===== src/rtl/conv_window_generator_if.sv =====
// Pixel-stream in / window-stream out bundle for conv_window_generator.
// The windowCount signal exists only when WINDOW_COUNT_EN is defined.
interface conv_window_generator_if #(
  parameter int bitwidth    = 8,
  parameter int filterWidth = 3
);
  logic [bitwidth-1:0]                                   pixelIn;
  logic                                                  pixelValid;
  logic                                                  pixelReady;
  logic [filterWidth-1:0][0:filterWidth-1][bitwidth-1:0] window;
  logic                                                  windowValid;
  logic                                                  windowReady;
  logic                                                  frameDone;

  // master feeds pixels and consumes windows; slave is the generator
`ifdef WINDOW_COUNT_EN
  logic [31:0] windowCount;
  modport master (output pixelIn, pixelValid, windowReady,
                  input  pixelReady, window, windowValid, frameDone, windowCount);
  modport slave  (input  pixelIn, pixelValid, windowReady,
                  output pixelReady, window, windowValid, frameDone, windowCount);
`else
  modport master (output pixelIn, pixelValid, windowReady,
                  input  pixelReady, window, windowValid, frameDone);
  modport slave  (input  pixelIn, pixelValid, windowReady,
                  output pixelReady, window, windowValid, frameDone);
`endif
endinterface


===== src/rtl/conv_window_generator.sv =====
// Raster pixel stream to stride-1 filterWidth x filterWidth windows with valid/ready on both sides.
// Optional WINDOW_COUNT_EN adds a per-frame accepted-window counter (windowCount).
module conv_window_generator #(
  parameter int bitwidth    = 8,
  parameter int filterWidth = 3,
  parameter int imageWidth  = 28,
  parameter int imageHeight = 28
) (
  input  logic                    clock,
  input  logic                    reset_n,
  conv_window_generator_if.slave  bus
);
  localparam int COL_W   = (imageWidth  > 1) ? $clog2(imageWidth)  : 1;
  localparam int ROW_W   = (imageHeight > 1) ? $clog2(imageHeight) : 1;
  localparam int LB_ROWS = filterWidth - 1;

  typedef logic [bitwidth-1:0] pix_t;
  typedef enum logic [1:0] {FILL, STREAM, EMIT} state_t;

  state_t                                                state_q;
  logic [COL_W-1:0]                                      col_q, col_d;
  logic [ROW_W-1:0]                                      row_q, row_d;
  logic                                                  rdy_en_q, last_q, frame_done_q;
  logic [filterWidth-1:0][0:filterWidth-1][bitwidth-1:0] win_q;
  logic [filterWidth-1:0][bitwidth-1:0]                  new_col;
  pix_t                                                  lb_rd [LB_ROWS];
  logic win_valid, pixel_ready, pix_acc, win_acc;
  logic col_last, row_last, in_window, next_in_window, completes;

  assign win_valid      = (state_q == EMIT);
  assign pixel_ready    = rdy_en_q && (!win_valid || bus.windowReady);
  assign pix_acc        = bus.pixelValid && pixel_ready;
  assign win_acc        = win_valid && bus.windowReady;
  assign col_last       = (col_q == COL_W'(imageWidth - 1));
  assign row_last       = (row_q == ROW_W'(imageHeight - 1));
  assign in_window      = (row_q >= ROW_W'(filterWidth - 1)) && (col_q >= COL_W'(filterWidth - 1));
  assign next_in_window = (row_d >= ROW_W'(filterWidth - 1)) && (col_d >= COL_W'(filterWidth - 1));
  assign completes      = pix_acc && in_window;

  always_comb begin
    col_d = col_q;
    row_d = row_q;
    if (pix_acc) begin
      if (col_last) begin
        col_d = '0;
        row_d = row_last ? '0 : row_q + ROW_W'(1);
      end else begin
        col_d = col_q + COL_W'(1);
      end
    end
  end

  // Cascaded line buffers: buffer 0 holds the previous row, buffer k the row k+1 above.
  // Reads are registered at the next column address so the column is ready at accept time.
  for (genvar gi = 0; gi < LB_ROWS; gi++) begin : g_lb
    pix_t mem [imageWidth];
    pix_t rd_q;
    pix_t wr_data;
    if (gi == 0) begin : g_head
      assign wr_data = bus.pixelIn;
    end else begin : g_tail
      assign wr_data = lb_rd[gi-1];
    end
    always_ff @(posedge clock) begin
      if (pix_acc) mem[col_q] <= wr_data;
      rd_q <= mem[col_d];
    end
    assign lb_rd[gi]                = rd_q;
    assign new_col[LB_ROWS - 1 - gi] = rd_q;
  end
  assign new_col[filterWidth-1] = bus.pixelIn;

  always_ff @(posedge clock or negedge reset_n) begin
    if (!reset_n) begin
      win_q <= '0;
    end else if (pix_acc) begin
      for (int r = 0; r < filterWidth; r++)
        win_q[r] <= {win_q[r][1:filterWidth-1], new_col[r]};
    end
  end

  always_ff @(posedge clock or negedge reset_n) begin
    if (!reset_n) begin
      state_q      <= FILL;
      col_q        <= '0;
      row_q        <= '0;
      rdy_en_q     <= 1'b0;
      last_q       <= 1'b0;
      frame_done_q <= 1'b0;
    end else begin
      rdy_en_q     <= 1'b1;
      col_q        <= col_d;
      row_q        <= row_d;
      frame_done_q <= win_acc && last_q;
      if (completes) begin
        state_q <= EMIT;
        last_q  <= row_last && col_last;
      end else if (!win_valid || win_acc) begin
        state_q <= next_in_window ? STREAM : FILL;
        last_q  <= 1'b0;
      end
    end
  end

  assign bus.pixelReady  = pixel_ready;
  assign bus.window      = win_q;
  assign bus.windowValid = win_valid;
  assign bus.frameDone   = frame_done_q;

`ifdef WINDOW_COUNT_EN
  logic [31:0] win_count_q;
  // Holds the frame total during the frameDone cycle, then restarts.
  always_ff @(posedge clock or negedge reset_n) begin
    if (!reset_n)          win_count_q <= '0;
    else if (frame_done_q) win_count_q <= {31'd0, win_acc};
    else if (win_acc)      win_count_q <= win_count_q + 32'd1;
  end
  assign bus.windowCount = win_count_q;
`endif
endmodule


===== src/flat_wrapper.sv =====
// flat-port wrapper written by rule: the top's interface ports become plain ports
module conv_window_generator_flat 
#(
  parameter int bitwidth    = 8,
  parameter int filterWidth = 3,
  parameter int imageWidth  = 28,
  parameter int imageHeight = 28
)
  (clock, reset_n, bus_pixelIn, bus_pixelValid, bus_windowReady, bus_pixelReady, bus_window, bus_windowValid, bus_frameDone);
  conv_window_generator_if #(.bitwidth(bitwidth), .filterWidth(filterWidth)) bus_i ();
  input  logic clock;
  input  logic reset_n;
  input wire logic [$bits(bus_i.pixelIn)-1:0] bus_pixelIn;
  input wire logic [$bits(bus_i.pixelValid)-1:0] bus_pixelValid;
  input wire logic [$bits(bus_i.windowReady)-1:0] bus_windowReady;
  output wire logic [$bits(bus_i.pixelReady)-1:0] bus_pixelReady;
  output wire logic [$bits(bus_i.window)-1:0] bus_window;
  output wire logic [$bits(bus_i.windowValid)-1:0] bus_windowValid;
  output wire logic [$bits(bus_i.frameDone)-1:0] bus_frameDone;
  assign bus_i.pixelIn = bus_pixelIn;
  assign bus_i.pixelValid = bus_pixelValid;
  assign bus_i.windowReady = bus_windowReady;
  assign bus_pixelReady = bus_i.pixelReady;
  assign bus_window = bus_i.window;
  assign bus_windowValid = bus_i.windowValid;
  assign bus_frameDone = bus_i.frameDone;
  conv_window_generator #(.bitwidth(bitwidth), .filterWidth(filterWidth), .imageWidth(imageWidth), .imageHeight(imageHeight)) u_core (.clock(clock), .reset_n(reset_n), .bus(bus_i));
endmodule

===== config.mk =====
export PLATFORM = sky130hd
export DESIGN_NAME = conv_window_generator_flat
export DESIGN_NICKNAME = d
export VERILOG_FILES = /design/src/rtl/conv_window_generator_if.sv /design/src/rtl/conv_window_generator.sv /design/src/flat_wrapper.sv
export SDC_FILE = /design/constraint.sdc
export NUM_CORES = 1
export LEC_CHECK = 0
export ABC_AREA = 1
export CORE_MARGIN = 2
export CORE_UTILIZATION = 35
export DETAILED_ROUTE_END_ITERATION = 7
export SLEW_MARGIN = 25
export SYNTH_ARGS = -nofsm -noshare
export SYNTH_HDL_FRONTEND = slang
export SYNTH_SLANG_ARGS = --single-unit

===== constraint.sdc =====
create_clock -name clock -period 3.75 [get_ports clock]
set_clock_uncertainty 0.15 [all_clocks]
set_input_delay 0.375 -clock clock [delete_from_list [all_inputs] [get_ports clock]]
set_output_delay 0.375 -clock clock [all_outputs]
set_load 0.03 [all_outputs]

==> flow_results.xml, run 1 <==
<?xml version="1.0" encoding="UTF-8"?>
<metrics>
  <group name="run_status">
    <metric name="run_status" unit="">complete, no violations</metric>
  </group>
  <group name="global_route">
    <metric name="global_route.overflow_total" unit="">0</metric>
    <metric name="maximum_number_of_pins_on_one_net_before_global_route_repair" unit="">74</metric>
    <metric name="grt_pass1_vias" unit="">14774</metric>
    <metric name="grt.total_usage" unit="">0.179</metric>
    <metric name="initial_antenna_violation_count" unit="">2</metric>
    <metric name="first_pass_grt_wire_length" unit="um">90700</metric>
  </group>
  <group name="clock_network">
    <metric name="clock_insertion_delay_worst_skew" unit="ns">0.62</metric>
    <metric name="cts_inserted_buffers" unit="">56</metric>
    <metric name="cts.sink_count" unit="">551</metric>
    <metric name="post-cts-setup-buffer-count" unit="">0</metric>
    <metric name="cts_root_buf" unit="">sky130_fd_sc_hd__clkbuf_16</metric>
    <metric name="ctsLongestPathBuffers" unit="">3</metric>
    <metric name="clk_slew_on_worst_s_h_paths" unit="ns">0.06</metric>
    <metric name="cts_max_level" unit="">2</metric>
    <metric name="tritoncts" unit="">done</metric>
  </group>
  <group name="die">
    <metric name="initial_cell_density_of_the_core" unit="">0.353</metric>
    <metric name="io_pins" unit="">87</metric>
    <metric name="die_w" unit="um">259</metric>
    <metric name="die-height" unit="um">259</metric>
    <metric name="fp.coreArea" unit="mm^2">0.0642</metric>
    <metric name="row_count" unit="">93</metric>
    <metric name="design.die.area" unit="mm^2">0.0669</metric>
  </group>
  <group name="worst_setup_path">
    <metric name="cpLargestDelayFamily" unit="">simple AND/OR/NAND/NOR gates</metric>
    <metric name="slowest_stage" unit="">sky130_fd_sc_hd__dfrtp_1</metric>
    <metric name="regToRegStartpoint" unit="">u_core.col_q[0]</metric>
    <metric name="crit_path_cell_trace" unit="">ha_1, nand4_4, nand2_2, inv_2, nand2_4, nand2_8, buf_12, buf_12, nand2_1, nand3_1, nand3_1, nand3_1, nand3_1, nand2_1</metric>
    <metric name="worst_path_largest_cell_delay" unit="ns">0.46</metric>
    <metric name="timing.critical_path.to_type" unit="">register</metric>
    <metric name="crit_top_cell" unit="">sky130_fd_sc_hd__nand3_1</metric>
    <metric name="worst_r2r_endpoint" unit="">u_core.g_lb[0].rd_q[1]</metric>
    <metric name="timing.critical_path.fanout_max" unit="">56</metric>
    <metric name="ff2ff_setup_slack" unit="ns">0.76</metric>
    <metric name="cp-start-kind" unit="">register</metric>
    <metric name="cp_data_arrival_time" unit="ns">3.40</metric>
    <metric name="cp_num_buf_inv" unit="">3</metric>
    <metric name="worstPathRequired" unit="ns">4.15</metric>
    <metric name="criticalPathCategory" unit="">reg2reg</metric>
    <metric name="r2r.worst_path.cells" unit="">14</metric>
  </group>
  <group name="power_and_ir_drop">
    <metric name="ir_drop" unit="uV">370</metric>
    <metric name="cellPowerDensity" unit="mW/mm^2">753</metric>
    <metric name="cellLeakagePower" unit="nW">10.6</metric>
  </group>
  <group name="synth">
    <metric name="mapped_area" unit="mm^2">0.0227</metric>
    <metric name="synth.area.top_cells" unit="">sky130_fd_sc_hd__edfxtp_1 (59%), sky130_fd_sc_hd__nand2_1 (11%), sky130_fd_sc_hd__dfrtp_1 (9.6%)</metric>
    <metric name="postSynthCellCount" unit="">2071</metric>
    <metric name="synth.top_cell.area_share" unit="">0.593</metric>
    <metric name="yosys.area.top_type" unit="">sky130_fd_sc_hd__edfxtp_1</metric>
    <metric name="synth.net_count" unit="">2090</metric>
    <metric name="synth_seq_cells" unit="">551</metric>
    <metric name="synth_sequential_area_ratio" unit="">0.703</metric>
    <metric name="syn_avg_cell_area" unit="um^2">11.0</metric>
    <metric name="yosys_synthesis_warning_count" unit="">0</metric>
    <metric name="synth_unique_cells" unit="">38</metric>
  </group>
  <group name="timing">
    <metric name="timing.final.setup_violations" unit="">0</metric>
    <metric name="final_period_minus_worst_setup_slack" unit="ns">2.99</metric>
    <metric name="hold_viol_final" unit="">0</metric>
    <metric name="totalNegativeSetupSlack" unit="ns">0</metric>
    <metric name="fmaxAchievable" unit="MHz">334</metric>
    <metric name="layout_worst_path_cycle_share" unit="">0.799</metric>
    <metric name="grt_setup_unrepaired" unit="">false</metric>
    <metric name="transition_time_at_the_pin_with_the_least_slew_margin" unit="ns">1.07</metric>
    <metric name="maxSlewViolCount" unit="">0</metric>
    <metric name="maxSlewHeadroom" unit="">0.283</metric>
  </group>
  <group name="layout">
    <metric name="flow.area_growth_from_synthesis" unit="%">17.4</metric>
    <metric name="fill_cells" unit="">6043</metric>
    <metric name="num-nets-final" unit="">2200</metric>
    <metric name="final_core_utilization" unit="">0.415</metric>
    <metric name="antennaDiodeCount" unit="">0</metric>
    <metric name="fraction_of_layout_cells_with_a_size_suffix_above_1" unit="">0.0870</metric>
  </group>
  <group name="placement">
    <metric name="dp_hpwl" unit="um">34300</metric>
    <metric name="gp_congestion" unit="">0.824</metric>
    <metric name="portbufs" unit="">86</metric>
  </group>
  <group name="route">
    <metric name="wl_per_cell" unit="um">19.4</metric>
    <metric name="drt_wl_total" unit="um">59800</metric>
    <metric name="routed-via-count" unit="">15222</metric>
    <metric name="drc" unit="">0</metric>
    <metric name="drt_first_pass_iters" unit="">5</metric>
    <metric name="detail-route-antenna-nets" unit="">0</metric>
    <metric name="drt-initial-drc-count" unit="">1669</metric>
    <metric name="via_per_inst" unit="">4.94</metric>
  </group>
  <group name="worst_hold_path">
    <metric name="min_path_cells" unit="">3</metric>
    <metric name="timing.hold.worst_endpoint" unit="">u_core.bus.frameDone</metric>
    <metric name="hold_path.class" unit="">in2reg</metric>
    <metric name="min-delay-start" unit="">bus_windowReady</metric>
  </group>
  <group name="run">
    <metric name="cap_viol_max_count" unit="">0</metric>
  </group>
</metrics>
==> where the power goes <==
group          switching (W)  total [W]  internal (W)  leakage [nW]
registers           0.000647    0.00820       0.00755          5.27
clock network        0.00233    0.00563       0.00330         0.918
logic                0.00432    0.00623       0.00191          4.43
total                0.00730     0.0201        0.0128          10.6
==> sequential cells by signal (all words and copies together) (netlist names) <==
name                  count
u_core.g_lb.mem         448
u_core.bus.window        72
u_core.g_lb.rd_q         16
u_core.col_q              5
u_core.row_q              5
u_core.state_q            2
u_core.bus.frameDone      1
u_core.last_q             1
u_core.rdy_en_q           1
==> worst min-delay path: stages <==
cell and delay [ns]:
sky130_fd_sc_hd__clkdlybuf4s50_1 0.41, sky130_fd_sc_hd__inv_2 0.08, sky130_fd_sc_hd__nor4_1 0.05
==> routing by layer <==
layer,global-route usage,routed length (um)
met5,0,0
met4,0.0702,2410
met3,0.0371,4560
met2,0.282,27100
met1,0.243,25700
==> cell usage after synthesis <==
| cell | n |
|---|---|
| sky130_fd_sc_hd__nand2_1 | 655 |
| sky130_fd_sc_hd__edfxtp_1 | 448 |
| sky130_fd_sc_hd__nand3_1 | 363 |
| sky130_fd_sc_hd__inv_1 | 207 |
| sky130_fd_sc_hd__dfrtp_1 | 87 |
| sky130_fd_sc_hd__buf_2 | 56 |
| sky130_fd_sc_hd__o21ai_0 | 52 |
| sky130_fd_sc_hd__nor2_1 | 50 |
| sky130_fd_sc_hd__clkbuf_1 | 22 |
| sky130_fd_sc_hd__o211ai_1 | 22 |
| sky130_fd_sc_hd__buf_4 | 17 |
| sky130_fd_sc_hd__dfxtp_1 | 16 |
| sky130_fd_sc_hd__buf_1 | 10 |
| sky130_fd_sc_hd__inv_2 | 9 |
| sky130_fd_sc_hd__ha_1 | 7 |
| sky130_fd_sc_hd__nand2_2 | 7 |
| sky130_fd_sc_hd__o21ai_1 | 7 |
| sky130_fd_sc_hd__a21oi_1 | 3 |
| sky130_fd_sc_hd__buf_6 | 3 |
| sky130_fd_sc_hd__nand4_1 | 3 |
| sky130_fd_sc_hd__nor2_4 | 3 |
| sky130_fd_sc_hd__a21o_1 | 2 |
| sky130_fd_sc_hd__nand2_4 | 2 |
| sky130_fd_sc_hd__nand3_4 | 2 |
| sky130_fd_sc_hd__nor2_2 | 2 |
| sky130_fd_sc_hd__nor3_1 | 2 |
| sky130_fd_sc_hd__o21ai_2 | 2 |
| sky130_fd_sc_hd__o22ai_1 | 2 |
| sky130_fd_sc_hd__a21boi_1 | 1 |
| sky130_fd_sc_hd__conb_1 | 1 |
| sky130_fd_sc_hd__nand4_4 | 1 |
| sky130_fd_sc_hd__nor2_8 | 1 |
| sky130_fd_sc_hd__nor3_2 | 1 |
| sky130_fd_sc_hd__nor3_4 | 1 |
| sky130_fd_sc_hd__nor4_1 | 1 |
| sky130_fd_sc_hd__o311ai_0 | 1 |
| sky130_fd_sc_hd__or2_2 | 1 |
| sky130_fd_sc_hd__xor2_1 | 1 |
==> logic make-up (layout without fill, tap and decap cells) <==
group | count (synthesis) | after routing | share of synthesized area
fa+ha+maj | 7 | 7 | 0.00386
other cells | 1 | 1 | 0.000165
flops | 551 | 551 | 0.703
simple gates | 1095 | 1095 | 0.208
buf+inv | 324 | 482 | 0.0605
xor+xnor | 1 | 1 | 0.000386
compound gates | 92 | 92 | 0.0237
==> layout make-up <==
cell class              count  area [um^2]  share of cell area
multi-input cells        1196         5390               0.203
repair buffers            160         1530              0.0574
inverters                 216          811              0.0304
clock inverters            31          298              0.0112
flip-flops and latches    551        16000               0.599
well taps                 855         1070              0.0402
clock buffers              75         1580              0.0592
==> worst max-delay path by stage <==
stage / startpoint / endpoint / slack [ns] / cells past startpoint
5_1_grt: u_core.col_q[0] / u_core.g_lb[0].rd_q[1] / 0.59 / 14
4_1_cts: u_core.col_q[0] / u_core.g_lb[0].rd_q[1] / 0.81 / 14
6_report: u_core.col_q[0] / u_core.g_lb[0].rd_q[1] / 0.76 / 14
3_5_place_dp: bus_windowReady / u_core.g_lb[0].rd_q[1] / 0.54 / 15
2_1_floorplan: u_core.state_q[1] / u_core.g_lb[0].mem[0][0] / 1.28 / 6
3_3_place_gp: bus_windowReady / u_core.g_lb[0].rd_q[1] / 0.57 / 15
==> layout by cell type (no fill, tap or decap), types with 7 or more instances in the layout <==
cell and instances:
sky130_fd_sc_hd__nand2_1 655, sky130_fd_sc_hd__edfxtp_1 448, sky130_fd_sc_hd__nand3_1 363, sky130_fd_sc_hd__inv_1 207, sky130_fd_sc_hd__dfrtp_1 87, sky130_fd_sc_hd__clkdlybuf4s50_1 85
sky130_fd_sc_hd__buf_4 65, sky130_fd_sc_hd__clkbuf_16 59, sky130_fd_sc_hd__o21ai_0 52, sky130_fd_sc_hd__nor2_1 50, sky130_fd_sc_hd__o211ai_1 22, sky130_fd_sc_hd__dfxtp_1 13
sky130_fd_sc_hd__clkbuf_1 12, sky130_fd_sc_hd__clkinv_2 10, sky130_fd_sc_hd__inv_2 9, sky130_fd_sc_hd__clkinv_1 9, sky130_fd_sc_hd__buf_12 9, sky130_fd_sc_hd__o21ai_1 7
sky130_fd_sc_hd__ha_1 7
==> metrics by stage <==
| step | std cells | total power (W) | worst slack, ns | area (um^2) | hold WS [ns] |
|---|---|---|---|---|---|
| floorplan | 2071 | 0.0119 | 1.28 | 22700 | -0.0706 |
| global placement | 2977 | 0.0144 | 0.572 | 24700 | 0.277 |
| detailed placement | 2977 | 0.0145 | 0.542 | 24700 | 0.293 |
| CTS | 3084 | 0.0202 | 0.813 | 26600 | 0.182 |
| global route | 3084 | 0.0210 | 0.589 | 26600 | 0.216 |
| finish | 3084 | 0.0201 | 0.755 | 26600 | 0.208 |
==> repair_timing <==
action,CTS,global route
endpoints found under the hold margin,65,0
endpoints found under the setup margin,0,0
hold buffers,1,0
gates resized for setup,0,0
(Power assumes the default switching activity.)
==> inputs of run 2 (changes only) <==
clock period = 2.64 ns   (was 3.75 ns; I/O delays follow)
==> flow_results.xml, run 2 (same netlist as run 1, synthesis figures left out) <==
<?xml version="1.0" encoding="UTF-8"?>
<metrics>
  <group name="worst_setup_path">
    <metric name="worstPathRequired" unit="ns">2.98</metric>
    <metric name="crit_top_cell" unit="">sky130_fd_sc_hd__nand2_1</metric>
    <metric name="cp-start-kind" unit="">register</metric>
    <metric name="timing.critical_path.fanout_max" unit="">18</metric>
    <metric name="cp.depth" unit="">14</metric>
    <metric name="slowest_stage" unit="">sky130_fd_sc_hd__dfrtp_1</metric>
    <metric name="cpLargestDelayFamily" unit="">simple AND/OR/NAND/NOR gates</metric>
    <metric name="cp_data_arrival_time" unit="ns">2.87</metric>
    <metric name="cp_num_buf_inv" unit="">2</metric>
    <metric name="worst_path_largest_cell_delay" unit="ns">0.39</metric>
    <metric name="r2r.worst_path.cells" unit="">14</metric>
    <metric name="criticalPathCategory" unit="">reg2reg</metric>
    <metric name="crit_path_cell_trace" unit="">ha_2, nand4_4, nand2_2, nand2_2, nand2_8, buf_16, buf_4, nand2_1, nand3_1, nand3_1, nand3_2, nand2_1, nand2_1, nand2_1</metric>
    <metric name="timing.critical_path.to_type" unit="">register</metric>
  </group>
  <group name="worst_hold_path">
    <metric name="min_path_cells" unit="">3</metric>
    <metric name="hold_path.class" unit="">in2reg</metric>
  </group>
  <group name="layout">
    <metric name="fraction_of_layout_cells_with_a_size_suffix_above_1" unit="">0.134</metric>
    <metric name="num-nets-final" unit="">2312</metric>
    <metric name="finished_layout_cells" unit="">3197</metric>
    <metric name="layout.cells.most_common" unit="">sky130_fd_sc_hd__nand2_1</metric>
    <metric name="antennaDiodeCount" unit="">0</metric>
    <metric name="fill_cells" unit="">5920</metric>
    <metric name="flow.area_growth_from_synthesis" unit="%">23.7</metric>
    <metric name="top_register" unit="">u_core.g_lb.mem</metric>
    <metric name="largest_register_ffs" unit="">448</metric>
    <metric name="final_cell_mix" unit="">sky130_fd_sc_hd__nand2_1 (654), sky130_fd_sc_hd__edfxtp_1 (448), sky130_fd_sc_hd__nand3_1 (360)</metric>
    <metric name="final_core_utilization" unit="">0.437</metric>
  </group>
  <group name="global_route">
    <metric name="global_route.overflow_total" unit="">0</metric>
    <metric name="maximum_number_of_pins_on_one_net_before_global_route_repair" unit="">74</metric>
    <metric name="grt_pass1_vias" unit="">15474</metric>
    <metric name="grt.total_usage" unit="">0.183</metric>
    <metric name="first_pass_grt_wire_length" unit="um">93100</metric>
    <metric name="initial_antenna_violation_count" unit="">0</metric>
  </group>
  <group name="clock_network">
    <metric name="cts_inserted_buffers" unit="">57</metric>
    <metric name="cts_root_buf" unit="">sky130_fd_sc_hd__clkbuf_16</metric>
    <metric name="clock_insertion_delay_worst_skew" unit="ns">0.63</metric>
    <metric name="cts_max_level" unit="">2</metric>
    <metric name="ctsLongestPathBuffers" unit="">3</metric>
    <metric name="clk_slew_on_worst_s_h_paths" unit="ns">0.06</metric>
    <metric name="tritoncts" unit="">done</metric>
    <metric name="cts.sink_count" unit="">551</metric>
  </group>
  <group name="power_and_ir_drop">
    <metric name="combPwrFrac" unit="">0.345</metric>
    <metric name="ir_drop" unit="uV">640</metric>
    <metric name="netSwitchingPower" unit="W">0.0107</metric>
    <metric name="register_share_of_total_power" unit="">0.374</metric>
    <metric name="power.switching_fraction" unit="">0.353</metric>
    <metric name="internal-power" unit="W">0.0197</metric>
    <metric name="clkPwrFrac" unit="">0.281</metric>
    <metric name="cellPowerDensity" unit="mW/mm^2">1080</metric>
    <metric name="cellLeakagePower" unit="nW">11.4</metric>
  </group>
  <group name="route">
    <metric name="drc" unit="">0</metric>
    <metric name="routed-via-count" unit="">15872</metric>
    <metric name="drt-initial-drc-count" unit="">1558</metric>
    <metric name="detail-route-antenna-nets" unit="">0</metric>
    <metric name="via_per_inst" unit="">4.96</metric>
    <metric name="drt_first_pass_iters" unit="">5</metric>
    <metric name="drt_wl_total" unit="um">61800</metric>
    <metric name="wl_per_cell" unit="um">19.3</metric>
  </group>
  <group name="timing">
    <metric name="fmaxAchievable" unit="MHz">395</metric>
    <metric name="transition_time_at_the_pin_with_the_least_slew_margin" unit="ns">0.870</metric>
    <metric name="layout_worst_path_cycle_share" unit="">0.959</metric>
    <metric name="maxSlewViolCount" unit="">0</metric>
    <metric name="hold_viol_final" unit="">0</metric>
    <metric name="timing.final.setup_violations" unit="">0</metric>
    <metric name="grt_setup_unrepaired" unit="">false</metric>
    <metric name="final_period_minus_worst_setup_slack" unit="ns">2.53</metric>
    <metric name="maxSlewHeadroom" unit="">0.420</metric>
  </group>
  <group name="die">
    <metric name="io_pins" unit="">87</metric>
    <metric name="fp.coreArea" unit="mm^2">0.0642</metric>
    <metric name="row_count" unit="">93</metric>
    <metric name="die-height" unit="um">259</metric>
    <metric name="die_w" unit="um">259</metric>
    <metric name="initial_cell_density_of_the_core" unit="">0.353</metric>
    <metric name="design.die.area" unit="mm^2">0.0669</metric>
  </group>
  <group name="placement">
    <metric name="portbufs" unit="">86</metric>
    <metric name="dp_hpwl" unit="um">39700</metric>
    <metric name="gp_congestion" unit="">0.860</metric>
    <metric name="dp.cells" unit="">3084</metric>
  </group>
  <group name="run_status">
    <metric name="run_status" unit="">complete, no violations</metric>
  </group>
  <group name="run">
    <metric name="cap_viol_max_count" unit="">0</metric>
  </group>
</metrics>
==> run 2: final cells by class <==
| cell class | count | area (um^2) | area share |
|---|---|---|---|
| flip-flops and latches | 551 | 16000 | 0.568 |
| well taps | 855 | 1070 | 0.0381 |
| clock inverters | 40 | 505 | 0.0180 |
| clock buffers | 68 | 1500 | 0.0534 |
| inverters | 216 | 811 | 0.0289 |
| repair buffers | 271 | 2810 | 0.100 |
| multi-input cells | 1196 | 5410 | 0.193 |
==> run 2: worst paths after layout <==
| kind | start | endpoint | slack, ns |
|---|---|---|---|
| worst min-delay path | bus_windowReady | u_core.bus.frameDone | 0.09 |
| max in group asynchronous | reset_n | u_core.bus.window[66] | 1.45 |
| min in group asynchronous | reset_n | u_core.col_q[4] | 0.16 |
| worst max-delay path | u_core.col_q[0] | u_core.g_lb[1].rd_q[4] | 0.11 |
| worst min register to register | u_core.g_lb[1].rd_q[6] | u_core.bus.window[6] | 0.30 |
| worst max register to register | u_core.col_q[0] | u_core.g_lb[1].rd_q[4] | 0.11 |
==> run 2: per-layer routing <==
metal / global-route usage / vias up / routed length, um
met5: 0 / - / 0
met4: 0.0763 / 0 / 2260
met3: 0.0322 / 126 / 4360
met2: 0.296 / 607 / 28700
met1: 0.243 / 7747 / 26500
li1: - / 7392 / -
==> run 2: timing repair <==
item / 4_1_cts / 5_1_grt
endpoints found under the setup margin: 0 / 10
endpoints found under the hold margin: 63 / 0
buffers inserted: 0 / 2
hold buffers: 1 / 0
gates resized for setup: 0 / 13
==> run 2: power by group through the flow <==
stage	clock (W)	combinational [W]	sequential (W)
after floorplan	0	0.00465	0.0122
after global placement	0	0.0102	0.0115
after detailed placement	0	0.0102	0.0115
after CTS	0.00868	0.0103	0.0114
after global routing	0.00900	0.0113	0.0115
final	0.00853	0.0105	0.0114
==> run 2: tightest hold or removal path: stages <==
cell and delay, ns:
sky130_fd_sc_hd__clkdlybuf4s50_1 0.41, sky130_fd_sc_hd__inv_2 0.08, sky130_fd_sc_hd__nor4_1 0.06
==> run 2: stage by stage <==
stage / power, W / setup TNS, ns / cell area, um^2 / hold WS [ns] / setup WS (ns)
after floorplan: 0.0169 / 0 / 22700 / -0.182 / 0.169
after global placement: 0.0217 / -0.966 / 25900 / 0.273 / -0.170
after detailed placement: 0.0218 / -1.32 / 25900 / 0.285 / -0.210
after CTS: 0.0303 / 0 / 27900 / 0.0742 / 0.00718
after global routing: 0.0318 / 0 / 28100 / 0.0938 / 0.000888
final: 0.0304 / 0 / 28100 / 0.0902 / 0.107
